**config.mk**
```make
export PLATFORM = sky130hd
export DESIGN_NAME = mem_arbiter
export DESIGN_NICKNAME = d
export VERILOG_FILES = /design/src/rtl/mem_arbiter.sv
export SDC_FILE = /design/constraint.sdc
export NUM_CORES = 1
export LEC_CHECK = 0
export CAP_MARGIN = 20
export CORE_AREA = 2 2 102 104
export DETAILED_ROUTE_END_ITERATION = 16
export DIE_AREA = 0 0 104 106
export GPL_TIMING_DRIVEN = 0
export PLACE_DENSITY_LB_ADDON = 0.25
export RECOVER_POWER = 50
export SYNTH_ARGS = -nofsm -noshare
export SYNTH_HDL_FRONTEND = slang
export SYNTH_SLANG_ARGS = --single-unit
```
**constraint.sdc**
```tcl
create_clock -name clk -period 5.6 [get_ports clk]
set_input_delay 1.4 -clock clk [delete_from_list [all_inputs] [get_ports clk]]
set_output_delay 1.4 -clock clk [all_outputs]
set_load 0.05 [all_outputs]
```
**src/rtl/mem_arbiter.sv**
```systemverilog
// rtl/mem_arbiter.sv - two-port (fetch/data) arbiter onto a single waitrequest-style memory bus
// Define ARB_ROUND_ROBIN_EN to alternate priority under contention; default is fixed data priority.
module mem_arbiter #(
  parameter int MAX_WAIT = 16
) (
  input  logic        clk,
  input  logic        reset,
  input  logic        instr_read,
  input  logic [31:0] instr_address,
  output logic [31:0] instr_readdata,
  output logic        instr_done,
  input  logic        data_read,
  input  logic        data_write,
  input  logic [31:0] data_address,
  input  logic [31:0] data_writedata,
  output logic [31:0] data_readdata,
  output logic        data_done,
  output logic [31:0] mem_address,
  output logic        mem_read,
  output logic        mem_write,
  output logic [31:0] mem_writedata,
  input  logic [31:0] mem_readdata,
  input  logic        mem_waitrequest,
  output logic        timeout_err
);

  typedef enum logic [1:0] {IDLE, GNT_I, GNT_D} state_t;

  localparam logic [4:0] WAIT_LIMIT = 5'(MAX_WAIT);

  state_t      state, state_nxt;
  logic        op_write, op_write_nxt;
  logic [4:0]  wait_cnt, wait_cnt_nxt;
  logic [31:0] instr_hold, instr_hold_nxt;
  logic [31:0] data_hold, data_hold_nxt;
  logic        err_nxt;
  logic        data_pend;
  logic        timed_out;
  logic        pick_data;
`ifdef ARB_ROUND_ROBIN_EN
  logic        last_data, last_data_nxt;
`endif

  assign data_pend = data_read | data_write;
  assign timed_out = (wait_cnt == WAIT_LIMIT);

`ifdef ARB_ROUND_ROBIN_EN
  assign pick_data = data_pend & (~instr_read | ~last_data);
`else
  assign pick_data = data_pend;
`endif

  always_ff @(posedge clk or negedge reset) begin
    if (!reset) begin
      state       <= IDLE;
      op_write    <= 1'b0;
      wait_cnt    <= 5'd0;
      instr_hold  <= 32'd0;
      data_hold   <= 32'd0;
      timeout_err <= 1'b0;
    end else begin
      state       <= state_nxt;
      op_write    <= op_write_nxt;
      wait_cnt    <= wait_cnt_nxt;
      instr_hold  <= instr_hold_nxt;
      data_hold   <= data_hold_nxt;
      timeout_err <= err_nxt;
    end
  end

`ifdef ARB_ROUND_ROBIN_EN
  always_ff @(posedge clk or negedge reset) begin
    if (!reset) last_data <= 1'b0;
    else        last_data <= last_data_nxt;
  end
`endif

  // Strobes depend only on registered state (state, latched op, wait count),
  // so a request dropped mid-grant cannot glitch the memory bus.
  always_comb begin
    state_nxt      = state;
    op_write_nxt   = op_write;
    wait_cnt_nxt   = wait_cnt;
    instr_hold_nxt = instr_hold;
    data_hold_nxt  = data_hold;
    err_nxt        = timeout_err;
    mem_address    = 32'd0;
    mem_writedata  = 32'd0;
    mem_read       = 1'b0;
    mem_write      = 1'b0;
    instr_done     = 1'b0;
    data_done      = 1'b0;
    instr_readdata = instr_hold;
    data_readdata  = data_hold;
`ifdef ARB_ROUND_ROBIN_EN
    last_data_nxt  = last_data;
`endif

    case (state)
      IDLE: begin
        wait_cnt_nxt = 5'd0;
        if (pick_data) begin
          state_nxt    = GNT_D;
          op_write_nxt = data_write;
`ifdef ARB_ROUND_ROBIN_EN
          last_data_nxt = 1'b1;
`endif
        end else if (instr_read) begin
          state_nxt = GNT_I;
`ifdef ARB_ROUND_ROBIN_EN
          last_data_nxt = 1'b0;
`endif
        end
      end

      GNT_I: begin
        mem_address = instr_address;
        if (timed_out) begin
          instr_done     = 1'b1;
          instr_readdata = 32'd0;
          instr_hold_nxt = 32'd0;
          err_nxt        = 1'b1;
          state_nxt      = IDLE;
        end else begin
          mem_read = 1'b1;
          if (!mem_waitrequest) begin
            instr_done     = 1'b1;
            instr_readdata = mem_readdata;
            instr_hold_nxt = mem_readdata;
            state_nxt      = IDLE;
          end else begin
            wait_cnt_nxt = wait_cnt + 5'd1;
          end
        end
      end

      GNT_D: begin
        mem_address   = data_address;
        mem_writedata = data_writedata;
        if (timed_out) begin
          data_done     = 1'b1;
          data_readdata = 32'd0;
          data_hold_nxt = 32'd0;
          err_nxt       = 1'b1;
          state_nxt     = IDLE;
        end else begin
          mem_write = op_write;
          mem_read  = ~op_write;
          if (!mem_waitrequest) begin
            data_done     = 1'b1;
            data_readdata = mem_readdata;
            data_hold_nxt = mem_readdata;
            state_nxt     = IDLE;
          end else begin
            wait_cnt_nxt = wait_cnt + 5'd1;
          end
        end
      end

      default: state_nxt = IDLE;
    endcase
  end

endmodule

```
== Word-level counts from Yosys, hierarchy flattened ==
Cells that the tools add are included.
Word-level totals
  output and inout bits: 133
  bits of input ports: 134
  register bits after elaboration: 73
  word-level logic and storage cells: 48
Cells by class
  mux-type cells: 25
  add/sub/neg operators: 1
  reductions and logical operators: 7
  eq/ne operators: 7
  bitwise operators: 2
Operator list (number)
  32-bit two-way mux: 7
  32-bit case mux with 2 select lines: 1
  5-bit two-way mux: 2
  5-bit case mux with 2 select lines: 1
  1-bit two-way mux: 8
  2-bit two-way mux: 4
  2-bit AND reduction: 3
  5-bit by 1-bit adder with 5-bit output, second input constant: 1
  5-bit == test, second input constant: 1
  2-bit case mux with 2 select lines: 1
  3-bit by 2-bit != test with 1-bit output, second input constant: 1
  3-bit != test, second input constant: 1
  3-bit AND reduction: 1
  2-bit by 1-bit == test with 1-bit output, second input constant: 1
  2-bit == test, second input constant: 1
  2-bit zero test: 1
  2-bit by 1-bit != test with 1-bit output, second input constant: 1
  2-bit != test, second input constant: 1
  1-bit case mux with 2 select lines: 1
  2-bit nonzero test: 1
  2-bit OR reduction: 1
  1-bit NOT: 1
  1-bit OR: 1

== Depth between registers and ports, before layout ==
Gate-level depths: netlist of the first run.
  depth after elaboration: 4
  mapped depth: 7
  depth with buffers taken out: 5

== Least setup slack after synthesis of the first run ==
No wires, ideal clock.
  kind: input-to-output
  from: input port mem_waitrequest
  to: output port instr_readdata[11]
  slack: 1.835 ns
  arrival: 2.365 ns
  required time: 4.200 ns
  cell stages on the path: 5
  cell sequence: inv_2 and3_1 buf_6 buf_6 a22o_1
On the way
  word-level cells in the longest chain between the ends: 3
RTL lines
  start: declaration: line 23  | input logic mem_waitrequest,
  32-bit two-way mux: line 126  | if (!mem_waitrequest) begin
  32-bit two-way mux: line 118  | if (timed_out) begin
  32-bit two-way mux
  end: declaration: line 10  | output logic [31:0] instr_readdata,
Every way passes these cells.

== Worst setup path in the final report of the first run ==
Ends and elaborated chain as after synthesis.

==> results.cfg, run 1 <==
[pwr]
ir_drop_v = 0.000422
power_density_nw_per_um2 = 717
leakage_uw = 0.00282

[detailed_routing]
drt-total-wl_um = 13000
via_per_inst = 5.03
dr_total_vias = 3725
drc = 0
detail_route.iter0.violations = 222
ant_nets = 0
avgRoutedWirePerCell_um = 17.5
drt_pass1_iterations = 4

[yosys]
yosysSeqAreaShare = 0.493
yosys-top-cells-count = dfrtp_1, a22o_1, and2_1, nor2b_1, a22oi_1
synthMuxAreaShare = 0
synth_compound_area_frac = 0.255
synth_fa_ha_area_frac = 0.0203
synth_top_family_by_area = compound AO/OA/AOI/OAI gates
yosysMostFrequentCell = dfrtp_1
synthXorXnorAreaFrac = 0
post_synth_instance_area_um2 = 3700
synth-async-reset-ratio = 1.00
synth_nets = 462
synth_ff_type = dfrtp_1
ys_types = 39
synth_edf_count = 0
ys.warnings.count = 0
synth_top_area_frac = 0.493
yosys.area.top_type = dfrtp_1
ys_top_cells_by_area = dfrtp_1, a22o_1, a22oi_1
ys_ff_latch = 73
synth_cells = 322
synth_simple_gate_area_frac = 0.162
avgSynthCellArea_um2 = 11.5

[cells_and_area]
nFillCells = 805
n_antenna_cell = 0
layout-drive-gt1-share = 0.0679
final_cells = 740
area_growth_pct = 81.1
finalNetCount = 739
finish.instance_area_um2 = 6700

[timing]
tightest_slew_ns = 3.82
finalCritPeriodShare = 0.954
slew_headroom = -1.54
setup_violations = 0
setup_ws_ns = 0.260
worst_clock_skew_ns = 0.00993
final-hold-violation-count = 0
tns_ns = 0
grt_setup_unrepaired = false
drv_slew = 74
fin_crit_ns = 5.34
fmax_mhz = 187

[clock_network]
htree_levels = 3
clock_latency_ns = 0.34
clk_path_buf_depth = 2
cts.sinks = 73
cts_tree = done
root_buffer = clkbuf_8
clkTransAtPathRegs_ns = 0.08
post_cts_buffers = 0
cts_resized = 0
hold_buffers = 0
cts-buffers-inserted = 9

[floorplanning]
design.core.area_um2 = 10000
die_h_um = 106
io-pin-count = 267
die_w_um = 104
die_area_um2 = 11000
rows = 37
start_util = 0.370

[status]
status = finished, violations left
violations = capacitance limit, slew limit

[grt]
grt_pass1_vias = 3841
grt_max_degree = 74
track_usage = 0.231
overflow = 0
grt_pass1_wl_um = 20200
antenna_found_initial = 0

[critical_path]
crit_buf_inv = 5
critPathTopFamily = buffers and inverters
crit_arrival_ns = 3.94
crit_path_max_fanout = 10
rr_worst_depth = 7
crit_path_top_delay_cell = clkdlybuf4s50_1
critPathCaptureType = primary output
max_stage_delay_ns = 0.83
path_depth = 7
cp.required_ns = 4.20
r2r_setup_slack_ns = 3.71
startpoint_type = primary input
criticalPathCategory = in -> out
cp_cell_sequence = dlygate4sd3_1, inv_2, and3_1, clkbuf_1, buf_6, a22o_1, clkdlybuf4s50_1

[placed_design]
dp_slack_ns = 0.401
place.gp.congestion = 0.792
io_buffer_count = 266
post-place-cells = 724
place_area_um2 = 6530
hpwl_um = 10300

[flow_run]
cap_violations = 1

[hold_path]
hold_class = reg -> reg
holdPathStages = 1
[registers in the layout, indices dropped and copies added, names as in the netlist]
name,cells
data_hold,32
timeout_err,1
wait_cnt,5
state,2
op_write,1
instr_hold,32
[worst register-to-register path, delay by kind of cell (launching register included)]
family,cells,cell delay (ns)
buffers and inverters,3,0.52
and+or+nand+nor,2,0.35
adders and majority gates,1,0.23
AOI/OAI and AO/OA,1,0.26
DFF,1,0.41
[stage by stage]
stage,hold WS (ns),power [uW],utilization
final,0.481,4810,0.670
after global routing,0.486,5020,0.670
after CTS,0.475,4860,0.674
after detailed placement,0.458,4430,0.653
after global placement,0.440,4380,0.654
after floorplan,0.480,3230,-
[layer usage]
metal,up-vias,GRT usage,wire length (um)
met5,-,0,0
met4,0,0.0782,281
met3,18,0.0730,989
met2,174,0.417,6740
met1,1790,0.257,4940
li1,1743,-,-
[logic make-up after synthesis]
kind of cell	Yosys count
AO/OA/AOI/OAI	111
adder cells (fa/ha/maj)	6
buffers and inverters	38
flip-flops	73
AND/OR/NAND/NOR	94
[placed cells by master (no fill, tap or decap), types with 3 or more instances in the layout]
| cell | instances |
|---|---|
| clkdlybuf4s50_1 | 263 |
| dfrtp_1 | 73 |
| a22o_1 | 62 |
| nor2b_1 | 33 |
| and2_1 | 33 |
| a22oi_1 | 32 |
| clkbuf_1 | 18 |
| clkbuf_8 | 11 |
| buf_6 | 8 |
| inv_1 | 6 |
| nand2_1 | 6 |
| ha_1 | 6 |
| nand3_1 | 5 |
| buf_2 | 4 |
| a22o_2 | 4 |
| nor2_1 | 3 |
[cell type report]
cell class,count,area [um^2],share of cell area
timing repair buffer,266,2660,0.396
sequential,73,1830,0.272
multi-input combinational,211,1610,0.239
buffer,31,214,0.0319
tap,136,170,0.0254
clock buffer,11,141,0.0211
clock inverter,5,63.8,0.00952
inverter,7,26.3,0.00392
[final timing paths]
| kind | start | endpoint |
|---|---|---|
| min in group asynchronous | reset | data_hold[30]$_DFF_PN0_ |
| min | timeout_err$_DFFE_PN0P_ | timeout_err$_DFFE_PN0P_ |
| max | mem_waitrequest | instr_readdata[11] |
| min reg2reg | timeout_err$_DFFE_PN0P_ | timeout_err$_DFFE_PN0P_ |
| max reg2reg | wait_cnt[0]$_DFFE_PN0P_ | instr_hold[14]$_DFF_PN0_ |
| max in group asynchronous | reset | wait_cnt[1]$_DFFE_PN0P_ |
[power breakdown]
| part | leakage (uW) | internal, uW | switching (uW) | total, uW |
|---|---|---|---|---|
| clock | 0.000100 | 221 | 194 | 415 |
| sequential | 0.000922 | 754 | 77.5 | 831 |
| combinational | 0.00180 | 1240 | 2320 | 3560 |
Note: power is estimated with default switching activity, not from simulation.
==> inputs of run 2 (changes only) <==
CAP_MARGIN = unset   (was 20)
==> results of run 2 <==
The final DEF is identical to that of run 1; final timing and power are the same.
